## config.mk

```make
export PLATFORM = sky130hd
export DESIGN_NAME = fpnew_issue_rob
export DESIGN_NICKNAME = d
export VERILOG_FILES = /design/src/rtl/fpnew_issue_rob.sv
export SDC_FILE = /design/constraint.sdc
export NUM_CORES = 1
export LEC_CHECK = 0
export BUFFER_PORTS_ARGS = -buffer_cell sky130_fd_sc_hd__buf_2
export CORE_AREA = 2 2 228 230
export DETAILED_ROUTE_END_ITERATION = 10
export DIE_AREA = 0 0 230 232
export PLACE_DENSITY = 0.45
export SYNTH_ARGS = -nofsm -noshare
export SYNTH_HDL_FRONTEND = slang
export SYNTH_SLANG_ARGS = --single-unit
```

## constraint.sdc

```tcl
create_clock -name clk_i -period 12.4 [get_ports clk_i]
set_input_delay 0.62 -clock clk_i [delete_from_list [all_inputs] [get_ports clk_i]]
set_output_delay 0.62 -clock clk_i [all_outputs]
set_load 0.1 [all_outputs]
```

## src/rtl/fpnew_issue_rob.sv

```systemverilog
// Issue-side reorder buffer for the FPU: tags each issued op with a slot index,
// gathers out-of-order tagged results and writes them back to the core in issue order.
module fpnew_issue_rob #(
   parameter  int Width     = 64,
   parameter  int Depth     = 4,
   parameter  int CtrlWidth = 16,
   localparam int TagWidth  = $clog2(Depth)
) (
   input  logic                   clk_i,
   input  logic                   rst_i,
   input  logic                   req_valid_i,
   output logic                   req_ready_o,
   input  logic [3*Width-1:0]     req_operands_i,
   input  logic [CtrlWidth-1:0]   req_ctrl_i,
   input  logic [4:0]             req_rd_i,
   output logic                   fpu_valid_o,
   input  logic                   fpu_ready_i,
   output logic [3*Width-1:0]     fpu_operands_o,
   output logic [CtrlWidth-1:0]   fpu_ctrl_o,
   output logic [TagWidth-1:0]    fpu_tag_o,
   input  logic                   fpu_rsp_valid_i,
   output logic                   fpu_rsp_ready_o,
   input  logic [Width-1:0]       fpu_result_i,
   input  logic [4:0]             fpu_status_i,
   input  logic [TagWidth-1:0]    fpu_tag_i,
   output logic                   wb_valid_o,
   input  logic                   wb_ready_i,
   output logic [4:0]             wb_rd_o,
   output logic [Width-1:0]       wb_result_o,
   output logic [4:0]             wb_status_o,
   input  logic                   flush_i,
   output logic                   fpu_flush_o,
   output logic                   busy_o,
   output logic                   err_o
);

   localparam logic [TagWidth:0]   FullCnt = (TagWidth+1)'(Depth);
   localparam logic [TagWidth-1:0] TagOne  = TagWidth'(1);

   logic [Depth-1:0]    alloc_q, done_q;
   logic [4:0]          rd_q     [Depth];
   logic [Width-1:0]    result_q [Depth];
   logic [4:0]          status_q [Depth];
   logic [TagWidth-1:0] head_q, tail_q;
   logic [TagWidth:0]   count_q;
   logic                err_q;

   logic full, issue_ok, issue_fire, rsp_live, rsp_accept, rsp_bogus, retire;

   // Full is judged on registered count only, so a same-cycle retire never frees a slot early.
   assign full       = (count_q == FullCnt);
   assign issue_ok   = ~full & ~flush_i & ~rst_i;
   assign fpu_valid_o = req_valid_i & issue_ok;
   assign req_ready_o = fpu_ready_i & issue_ok;
   assign issue_fire = req_valid_i & req_ready_o;

   assign fpu_operands_o = req_operands_i;
   assign fpu_ctrl_o     = req_ctrl_i;
   assign fpu_tag_o      = tail_q;

   assign fpu_rsp_ready_o = 1'b1;
   assign rsp_live   = fpu_rsp_valid_i & ~flush_i & ~rst_i;
   assign rsp_accept = rsp_live & alloc_q[fpu_tag_i] & ~done_q[fpu_tag_i];
   assign rsp_bogus  = rsp_live & ~(alloc_q[fpu_tag_i] & ~done_q[fpu_tag_i]);

   assign wb_valid_o  = alloc_q[head_q] & done_q[head_q];
   assign wb_rd_o     = rd_q[head_q];
   assign wb_result_o = result_q[head_q];
   assign wb_status_o = status_q[head_q];
   assign retire      = wb_valid_o & wb_ready_i;

   assign fpu_flush_o = flush_i;
   assign busy_o      = (count_q != '0);
   assign err_o       = err_q;

   always_ff @(posedge clk_i) begin
      if (rst_i || flush_i) begin
         alloc_q <= '0;
         done_q  <= '0;
         head_q  <= '0;
         tail_q  <= '0;
         count_q <= '0;
         if (rst_i) err_q <= 1'b0;
      end else begin
         // tail==head with head allocated means full, so issue and retire never hit one slot.
         if (issue_fire) begin
            alloc_q[tail_q] <= 1'b1;
            done_q[tail_q]  <= 1'b0;
            tail_q          <= tail_q + TagOne;
         end
         if (rsp_accept) done_q[fpu_tag_i] <= 1'b1;
         if (rsp_bogus)  err_q <= 1'b1;
         if (retire) begin
            alloc_q[head_q] <= 1'b0;
            head_q          <= head_q + TagOne;
         end
         if (issue_fire && !retire)      count_q <= count_q + 1'b1;
         else if (!issue_fire && retire) count_q <= count_q - 1'b1;
      end
   end

   always_ff @(posedge clk_i) begin
      if (issue_fire) rd_q[tail_q] <= req_rd_i;
      if (rsp_accept) begin
         result_q[fpu_tag_i] <= fpu_result_i;
         status_q[fpu_tag_i] <= fpu_status_i;
      end
   end

endmodule

```

==> run_results.csv, run 1 <==
group,metric,value,unit
logic_synthesis,netlist_area,13300,sq um
timing,setup_slack,8.58,ns
timing,grt_setup_unrepaired,"false",
clocking,path_clk_slew,0.06,ns
hold_path,hp-class,"in -> reg",
clocking,clock_path_buffers,3,
placed_design,dp.cells,1334,
logic_synthesis,synthArstFlopShare,0,%
grt,grt_pass1_vias,6374,
clocking,cts_resized,0,
floorplanning,die_h,232,um
final_layout,n_antenna_cell,0,
timing,fin_crit_sh,30.8,%
setup_path,slowest_delay,0.83,ns
timing,timing.hold.ws,0.301,ns
detailed_routing,route.antenna.remaining_nets,0,
setup_path,cp_max_fo,45,
setup_path,cp.required,11.78,ns
detailed_routing,drt_iter0_markers,331,
logic_synthesis,synth_edf_count,297,
logic_synthesis,synth_top_family_by_area,"multiplexers",
logic_synthesis,synth_cell_types,40,
power,power.total,2.25,mW
timing,final_max_slew_viol_count,0,
floorplanning,die_area,53400,sq um
detailed_routing,routedWlPerCell,30.1,um
setup_path,critPathKind,"reg -> out",
timing,fin_crit,3.82,ns
timing,hold_viol_final,0,
final_layout,syn_to_final_growth,9.57,%
final_layout,drive_above_1_share,43.5,%
floorplanning,die_w,230,um
clocking,cts.sinks,314,
logic_synthesis,ys_warn_count,0,
placed_design,place_hpwl,31100,um
clocking,postCtsSetupRepairBufs,0,
grt,grt_start_max_net_pins,58,
clocking,clkLatencyLatePin,0.53,ns
timing,slew_headroom,34.1,%
clocking,root_buffer,"clkbuf_16",
power,sw_frac_of_total,19.8,%
floorplanning,coreArea,50900,sq um
logic_synthesis,synth_xor_area_share,0.132,%
detailed_routing,via_count,6048,
logic_synthesis,synth-seq-cells,314,
grt,gr-total-overflow,0,
logic_synthesis,avgSynthCellArea,18.7,sq um
floorplanning,rows,83,
power,p_sw,444,uW
clocking,htree_levels,2,
logic_synthesis,syn_nets,1011,
clocking,numCtsBuffers,35,
floorplanning,initial_core_util,26.1,%
grt,gr-usage-all-layers,15.5,%
setup_path,start_kind,"flip-flop",
grt,antenna_found_initial,3,
power,clkPwrFrac,46.4,%
final_layout,fill_cells,5059,
placed_design,numPortBuffers,164,
timing,fmax,0.262,GHz
floorplanning,ios,582,
final_layout,layout_common_cells,"edfxtp_1 (297), buf_2 (164), mux4_2 (76)",
logic_synthesis,synth_compound_area_share,1.16,%
timing,tightest_slew,0.988,ns
clocking,cts_tree,"done",
flow_run,drv_cap,0,
power,ir_worst_vdd,0.0728,mV
logic_synthesis,ys.flop_type,"edfxtp_1",
setup_path,path_cells,"buf_4, mux4_2, buf_2",
detailed_routing,remaining_drc_errors,0,
detailed_routing,drt-vias-per-instance,4.33,
final_layout,final_nets,992,
setup_path,worst_path_max_delay_cell,"buf_4",
timing,setup-tns-final,0,ns
clocking,hold_buffers,0,
detailed_routing,drt_pass1_iterations,4,
setup_path,end_kind,"primary output",
final_layout,layout_commonest_cell,"edfxtp_1",
power,p_int,1.80,mW
logic_synthesis,seq_area_frac_synth,69.7,%
placed_design,place_ws,9.01,ns
final_layout,finalNonFillerCells,1397,
power,power_frac_comb,2.0,%
logic_synthesis,yosys.area_share.simple,2.02,%
logic_synthesis,synth_mux_area_share,13.0,%
logic_synthesis,synth_cells,710,
power,p_per_area,154,nW/um^2
placed_design,gp_congestion,0.738,
timing,setup_violations,0,
grt,grt_pass1_wl,56200,um
power,leakage,4.76,nW
power,seqPwrFrac,51.7,%
logic_synthesis,synthAdderAreaFrac,0.999,%
status,status,"complete, no violations",
setup_path,cp.arrival,3.20,ns
detailed_routing,drt_wl_total,42100,um
timing,skew,0.0161,ns
[power groups by stage]
stage          registers, mW  clock network [mW]  logic (mW)
5_1_grt                 1.16                1.12      0.0483
2_1_floorplan           1.19                   0       0.333
3_5_place_dp            1.18                   0      0.0449
4_1_cts                 1.16                1.08      0.0449
6_report                1.16                1.04      0.0445
3_3_place_gp            1.18                   0      0.0436
[routing by layer]
layer	GRT usage (%)	vias to the layer above	wire length, um
li1	-	2497	-
met1	15.3	3016	13500
met2	21.9	440	18100
met3	16.0	91	9280
met4	4.76	4	1210
met5	0.368	-	23
[through the flow]
stage                     utilization [%]  cell area (sq um)
after global placement               26.3              13400
after global routing                 28.6              14600
after detailed placement             26.3              13400
final                                28.6              14600
after CTS                            28.6              14600
after floorplan                         -              13300
[state kept, by name, indices dropped and copies added (netlist names), named ones only]
name       cells
done_q         4
fpu_tag_o      2
result_q     256
count_q        3
err_o          1
rd_q          20
status_q      20
head_q         2
alloc_q        4
[synthesized netlist by cell type, drive strengths merged, types with 2 or more instances]
cell type | number | area share (%)
buf | 226 | 12
a21oi | 3 | 0.11
clkbuf | 4 | 0.11
xor2 | 2 | 0.13
and3 | 4 | 0.20
mux2i | 2 | 0.15
or3 | 2 | 0.094
mux4 | 76 | 13
a31o | 5 | 0.33
edfxtp | 297 | 67
nand2b | 4 | 0.19
dfxtp | 17 | 2.6
and2 | 4 | 0.19
nor2 | 3 | 0.085
inv | 13 | 0.37
nor4 | 4 | 0.28
o221a | 2 | 0.17
nand3 | 7 | 0.26
a32oi | 4 | 0.26
nand2 | 6 | 0.17
ha | 9 | 0.85
o21ai | 4 | 0.15
or3b | 2 | 0.13
[layout make-up]
cell class / count / area (sq um) / share of cell area (%)
Timing Repair Buffer: 174 / 896 / 6.16
Multi-Input combinational cell: 153 / 2340 / 16.1
Sequential cell: 314 / 9270 / 63.7
Tap cell: 680 / 851 / 5.85
Inverter: 13 / 48.8 / 0.335
Clock buffer: 47 / 962 / 6.61
Clock inverter: 16 / 191 / 1.32
[kinds of logic after synthesis]
group / Yosys count
flip-flops: 314
buffers and inverters: 243
multiplexers: 78
AND/OR/NAND/NOR: 42
AO/OA/AOI/OAI: 20
adder cells (fa/ha/maj): 10
XOR/XNOR: 2
other: 1
[worst paths after layout]
| check | startpoint | end | slack, ns | cells after the start |
|---|---|---|---|---|
| setup / recovery | flip-flop | wb_result_o[48] | 8.58 | 3 |
| hold / removal | fpu_result_i[19] | result_q[1][19] | 0.30 | 1 |
| setup reg to reg | head_q[0] | count_q[2] | 9.83 | 9 |
| hold reg to reg | alloc_q[1] | alloc_q[1] | 0.48 | 2 |
[critical path, delay by kind of cell, from the launching register on]
family | cells | cell delay (ns)
muxes | 1 | 0.62
buffers and inverters | 2 | 1.14
DFF | 1 | 0.76
Note: power is estimated with default switching activity, not from simulation.
==> inputs of run 2 (changes only) <==
==> constraint.sdc (replaced) <==
create_clock -name clk_i -period 3.62 [get_ports clk_i]
set_input_delay 0.181 -clock clk_i [delete_from_list [all_inputs] [get_ports clk_i]]
set_output_delay 0.181 -clock clk_i [all_outputs]
set_load 0.1 [all_outputs]
==> run 2 against run 1 <==
Net effect:
- combinational power rose to 5.1 times the previous value
- first-iteration DRC count up 10%
- flip-flop and latch count unchanged
==> run_results.csv, run 2 (synthesis gave the netlist of run 1 again) <==
group,metric,value,unit
setup_path,r2r_start,"head_q[0]",
flow_run,drv_cap,0,
timing,hold_viol_final,0,
setup_path,worst_path_max_delay_cell,"dfxtp_4",
status,status,"complete, no violations",
timing,fin_crit,2.74,ns
timing,skew,0.0186,ns
final_layout,largest_reg_flops,256,
power,clkPwrFrac,44.5,%
clocking,cts_resized,0,
clocking,cts.sinks,314,
grt,grt_pass1_wl,58400,um
setup_path,end_kind,"primary output",
grt,gr-usage-all-layers,16.0,%
floorplanning,rows,83,
clocking,cts_tree,"done",
setup_path,start_kind,"flip-flop",
final_layout,final_nets,1075,
hold_path,hp-start,"flush_i",
placed_design,numPortBuffers,164,
detailed_routing,wl_met1,13200,um
floorplanning,initial_core_util,26.1,%
setup_path,timing.rr.end,"count_q[2]",
final_layout,post-route-util,30.2,%
final_layout,largest_registers,"result_q x256, rd_q x20, status_q x20",
detailed_routing,drt_pass1_iterations,4,
floorplanning,die_w,230,um
setup_path,slowest_delay,0.80,ns
clocking,clock_path_buffers,3,
detailed_routing,drt_iter0_markers,364,
setup_path,path_cells,"buf_4, mux4_2, buf_2",
placed_design,place_ws,1.11,ns
final_layout,fill_cells,5038,
setup_path,path_buf_inv,2,
hold_path,hold_path_depth,3,
setup_path,r2r_setup_slack,1.07,ns
final_layout,layout_common_cells,"edfxtp_1 (297), buf_2 (164), dlygate4sd3_1 (77)",
hold_path,hp-class,"in -> reg",
timing,final_max_slew_viol_count,0,
grt,grt_start_max_net_pins,71,
detailed_routing,drt-vias-per-instance,4.32,
detailed_routing,route.antenna.remaining_nets,0,
floorplanning,die_area,53400,sq um
clocking,root_buffer,"clkbuf_16",
final_layout,n_antenna_cell,0,
power,seqPwrFrac,52.5,%
timing,grt_setup_unrepaired,"false",
final_layout,finalNonFillerCells,1481,
floorplanning,ios,582,
power,p_int,6.03,mW
timing,setup_violations,0,
detailed_routing,top_layer,"met5",
power,power_frac_comb,3.0,%
grt,gr-total-overflow,0,
detailed_routing,dr_wl_met2,18400,um
detailed_routing,remaining_drc_errors,0,
timing,timing.hold.ws,0.125,ns
clocking,numCtsBuffers,37,
clocking,htree_levels,2,
clocking,path_clk_slew,0.06,ns
detailed_routing,routedWlPerCell,29.5,um
timing,fin_crit_sh,75.7,%
timing,fmax,0.365,GHz
power,p_sw,1.54,mW
setup_path,cp.required,3.44,ns
placed_design,place_hpwl,32200,um
detailed_routing,drt_wl_total,43700,um
setup_path,cp.arrival,2.56,ns
setup_path,critPathKind,"reg -> out",
power,p_per_area,492,nW/um^2
power,leakage,5.09,nW
detailed_routing,met3_length,10600,um
placed_design,dp.cells,1338,
final_layout,syn_to_final_growth,15.9,%
floorplanning,die_h,232,um
grt,grt_pass1_vias,6656,
setup_path,crit_family,"flip-flops",
setup_path,worstRegToRegCells,9,
timing,slew_headroom,34.4,%
setup_path,cp_max_fo,30,
detailed_routing,via_count,6399,
floorplanning,coreArea,50900,sq um
hold_path,min_to,"fpu_tag_o[1]",
power,sw_frac_of_total,20.3,%
final_layout,drive_above_1_share,39.2,%
timing,tightest_slew,0.977,ns
placed_design,gp_congestion,0.762,
clocking,clkLatencyLatePin,0.53,ns
timing,setup_slack,0.879,ns
grt,antenna_found_initial,2,
power,ir_worst_vdd,0.258,mV
final_layout,layout_commonest_cell,"edfxtp_1",
final_layout,regMostFlops,"result_q",
-- run 2: cell types whose count changed in the layout (fill, tap and decap cells not counted), moves of 3 or more --
| cell | change |
|---|---|
| bufinv_16 | -3 |
| clkbuf_1 | +4 |
| buf_4 | -3 |
| dlygate4sd3_1 | +77 |
| buf_12 | +7 |
-- run 2: worst reg2reg max path, stage by stage, from the launching register on --
cell and delay (ns):
dfxtp_1 0.48, inv_2 0.10, mux4_2 0.53, nand2_1 0.12, ha_1 0.18, inv_1 0.06, fa_1 0.39, xor2_1 0.18
or3_1 0.31, a21oi_1 0.14
-- run 2: layout make-up --
cell class,instances,area (sq um),area share (%)
multi-input combinational,153,2350,15.3
clock inverter,16,108,0.699
clock buffer,50,975,6.33
sequential,314,9270,60.2
tap,680,851,5.53
inverter,13,48.8,0.317
timing repair buffer,255,1780,11.6
-- run 2: worst max path at each step --
stage,end,start,cells after the start
global placement,count_q[2],head_q[0],9
global route,wb_result_o[41],flip-flop,3
detailed placement,count_q[2],head_q[0],9
finish,wb_result_o[41],flip-flop,3
floorplan,result_q[1][0],rst_i,2
CTS,wb_result_o[41],flip-flop,3
-- run 2: metal layers --
metal / vias up / global-route usage (%)
li1: 2659 / -
met1: 3199 / 14.6
met2: 442 / 22.4
met3: 95 / 18.3
met4: 4 / 5.40
met5: - / 1.56
-- run 2: timing repair --
action | in CTS | in global routing
hold buffers | 77 | 0
setup buffers | 0 | 0
endpoints found under the hold margin | 301 | 0
-- run 2: through the flow --
step | TNS (ns) | cell area (sq um) | total power [mW]
after global routing | 0 | 15400 | 7.85
after global placement | 0 | 13500 | 4.20
after floorplan | -387.32 | 13300 | 5.20
after CTS | 0 | 15400 | 7.69
after detailed placement | 0 | 13500 | 4.21
final | 0 | 15400 | 7.57
-- run 2: power by group through the flow --
stage	sequential [mW]	clock [mW]	combinational, mW
floorplan	4.06	0	1.14
global placement	4.05	0	0.150
detailed placement	4.05	0	0.155
CTS	3.97	3.49	0.227
global route	3.97	3.64	0.243
finish	3.98	3.37	0.225
==> inputs of run 3 (changes only) <==
==> config.mk (replaced) <==
export PLATFORM = sky130hd
export DESIGN_NAME = fpnew_issue_rob
export DESIGN_NICKNAME = d
export VERILOG_FILES = /design/src/rtl/fpnew_issue_rob.sv
export SDC_FILE = /design/constraint.sdc
export NUM_CORES = 1
export LEC_CHECK = 0
export ABC_AREA = 1
export BUFFER_PORTS_ARGS = -buffer_cell sky130_fd_sc_hd__buf_2
export CORE_AREA = 2 2 224 226
export DETAILED_ROUTE_END_ITERATION = 10
export DIE_AREA = 0 0 226 228
export PLACE_DENSITY = 0.47
export SYNTH_ARGS = -nofsm -noshare
export SYNTH_HDL_FRONTEND = slang
export SYNTH_SLANG_ARGS = --single-unit
==> constraint.sdc (replaced) <==
create_clock -name clk_i -period 2.61 [get_ports clk_i]
set_input_delay 0.1305 -clock clk_i [delete_from_list [all_inputs] [get_ports clk_i]]
set_output_delay 0.1305 -clock clk_i [all_outputs]
set_load 0.1 [all_outputs]
==> run 3 against run 2 <==
Net effect:
- first-iteration DRC count up 39%
- wire length rose by 33%
- final cell count rose by 22%
- worst hold slack worse by 0.016 ns
- clock skew shrank 0.0073 ns
- count of clock-buffer cells in the layout fell by 9
- global-route usage up 6.0 points
- setup slack lost 0.66 ns
- critical path depth increased by 1
==> run_results.csv, run 3 <==
group,metric,value,unit
clocking,postCtsSetupRepairBufs,0,
floorplanning,initial_core_util,27.5,%
placed_design,gp_congestion,0.850,
setup_path,start_kind,"flip-flop",
setup_path,path_buf_inv,2,
timing,setup-tns-final,0,ns
clocking,root_buffer,"clkbuf_16",
setup_path,cp.required,2.48,ns
clocking,clock_path_buffers,3,
logic_synthesis,synth_top_area_share,65.6,%
power,p_int,8.34,mW
timing,setup_violations,0,
timing,fmax,0.418,GHz
power,sw_frac_of_total,19.8,%
power,p_sw,2.05,mW
clocking,htree_levels,2,
logic_synthesis,netlist_area,13600,sq um
power,leakage,5.83,nW
logic_synthesis,synth_most_common_cell,"edfxtp_1",
setup_path,cp_max_fo,68,
detailed_routing,route.antenna.remaining_nets,0,
logic_synthesis,seq_area_frac_synth,68.1,%
logic_synthesis,synth-seq-cells,314,
logic_synthesis,avgSynthCellArea,12.6,sq um
detailed_routing,routedWlPerCell,32.0,um
logic_synthesis,ys.flop_type,"edfxtp_1",
setup_path,slowest_delay,0.53,ns
final_layout,final_nets,1415,
final_layout,regMostFlops,"result_q",
setup_path,critPathKind,"reg -> out",
clocking,cts_tree,"done",
hold_path,hp-class,"in -> reg",
final_layout,layout_commonest_cell,"edfxtp_1",
final_layout,drive_above_1_share,22.1,%
logic_synthesis,synth_cells,1075,
floorplanning,coreArea,49300,sq um
final_layout,finalNonFillerCells,1812,
timing,grt_setup_unrepaired,"false",
final_layout,syn_to_final_growth,22.5,%
final_layout,fin_area,16700,sq um
grt,grt_start_max_net_pins,81,
floorplanning,die_h,228,um
power,clkPwrFrac,44.0,%
grt,gr-usage-all-layers,22.0,%
power,ir_worst_vdd,0.342,mV
setup_path,crit_family,"buffers and inverters",
timing,skew,0.0113,ns
timing,slew_headroom,55.2,%
final_layout,largest_registers,"result_q x256, rd_q x20, status_q x20",
timing,tightest_slew,0.671,ns
timing,hold_viol_final,0,
detailed_routing,drt-vias-per-instance,4.57,
status,status,"complete, no violations",
setup_path,path_cells,"buf_4, o21ai_0, o22ai_1, buf_12",
grt,grt_pass1_wl,76100,um
grt,gr-total-overflow,0,
floorplanning,die_area,51500,sq um
logic_synthesis,synthArstFlopShare,0,%
logic_synthesis,ys_top_cells_by_area,"edfxtp_1 (66%), buf_4 (12%), nor2_1 (4.6%), o21ai_0 (3.8%), o22ai_1 (3.4%)",
placed_design,dp.cells,1672,
logic_synthesis,ys_warn_count,0,
clocking,path_clk_slew,0.06,ns
power,power_frac_comb,3.0,%
placed_design,place_hpwl,45200,um
detailed_routing,via_count,8275,
final_layout,layout_common_cells,"edfxtp_1 (297), nor2_1 (167), o21ai_0 (102)",
logic_synthesis,synth_cell_types,26,
final_layout,largest_reg_flops,256,
timing,timing.hold.ws,0.109,ns
setup_path,end_kind,"primary output",
timing,fin_crit,2.39,ns
floorplanning,rows,82,
logic_synthesis,synth_largest_area_cell,"edfxtp_1",
timing,setup_slack,0.215,ns
placed_design,dpl-instance-area,14800,sq um
placed_design,numPortBuffers,164,
timing,final_max_slew_viol_count,0,
floorplanning,die_w,226,um
detailed_routing,remaining_drc_errors,0,
clocking,cts.sinks,314,
power,p_per_area,624,nW/um^2
floorplanning,ios,582,
logic_synthesis,ys_top_cells_by_count,"edfxtp_1 (297), buf_4 (216), nor2_1 (167), o21ai_0 (102), o22ai_1 (74)",
detailed_routing,drt_iter0_markers,506,
logic_synthesis,synth_edf_count,297,
grt,antenna_found_initial,7,
detailed_routing,drt_wl_total,58000,um
timing,fin_crit_sh,91.7,%
grt,grt_pass1_vias,8215,
logic_synthesis,syn_nets,1376,
detailed_routing,drt_pass1_iterations,5,
flow_run,drv_cap,0,
clocking,numCtsBuffers,35,
clocking,clkLatencyLatePin,0.51,ns
power,seqPwrFrac,53.0,%
placed_design,place_ws,0.546,ns
setup_path,cp.arrival,2.26,ns
setup_path,worst_path_max_delay_cell,"buf_4",
## run 3: changes by cell type in the layout (fill, tap and decap cells not counted), moves of 18 or more
cell	before	now
nor2_1	3	167
nand2_1	6	24
buf_12	7	88
mux4_2	76	0
o22ai_1	0	74
o21ai_0	4	102
o21ai_1	0	58
buf_2	164	90
## run 3: worst reg2reg max path: cells and delay by family, from the launching register on
family	cells	cell delay [ns]
compound gates	2	0.19
fa+ha+maj	2	0.55
buf+inv	2	0.17
flops	1	0.43
simple gates	6	0.56
## run 3: cell families (layout without fill, tap and decap cells)
group           count (synthesis)  in the layout  share of synthesized area, %
flops                         314            314                          68.1
buf+inv                       291            350                          14.8
compound gates                247            247                          9.79
simple gates                  212            212                          6.29
fa+ha+maj                      10             10                         0.976
other cells                     1              7                        0.0276
## run 3: repair_timing
action                     4_1_cts  5_1_grt
setup endpoints to repair        0        0
gates resized for setup          0        0
hold endpoints to repair       306        0
hold buffers                    77        0
## run 3: power groups by stage
stage | clock network (mW) | logic (mW) | registers, mW
floorplan | 0 | 1.57 | 5.64
global placement | 0 | 0.203 | 5.62
detailed placement | 0 | 0.208 | 5.62
CTS | 4.71 | 0.313 | 5.51
global route | 4.88 | 0.335 | 5.51
finish | 4.58 | 0.310 | 5.51
## run 3: through the flow
stage               util [%]  power, mW
floorplan                  -       7.21
global placement        30.0       5.82
detailed placement      30.0       5.83
CTS                     33.7       10.5
global route            33.8       10.7
finish                  33.8       10.4
## run 3: worst paths after layout
kind	from	to	slack [ns]	cells after the start
worst max-delay path	flip-flop	wb_rd_o[4]	0.22	4
worst max register to register	head_q[0]	count_q[2]	0.65	12
worst min-delay path	fpu_rsp_valid_i	done_q[2]	0.11	5
worst min register to register	count_q[2]	count_q[2]	0.49	2
## run 3: routing by layer
metal / global-route usage (%) / vias to the layer above / part of all wire (%)
li1: - / 3715 / -
met4: 3.62 / 4 / 1.3
met1: 17.3 / 3894 / 26
met2: 35.9 / 610 / 47
met5: 0.949 / - / 0.10
met3: 24.9 / 52 / 25
## run 3: layout make-up
class,instances,area (sq um)
clock inverter,16,134
clock buffer,41,918
multi-input combinational,470,2320
fill,4840,32700
inverter,30,120
timing repair buffer,263,3040
tap,672,841
sequential,314,9260
antenna,6,15.0
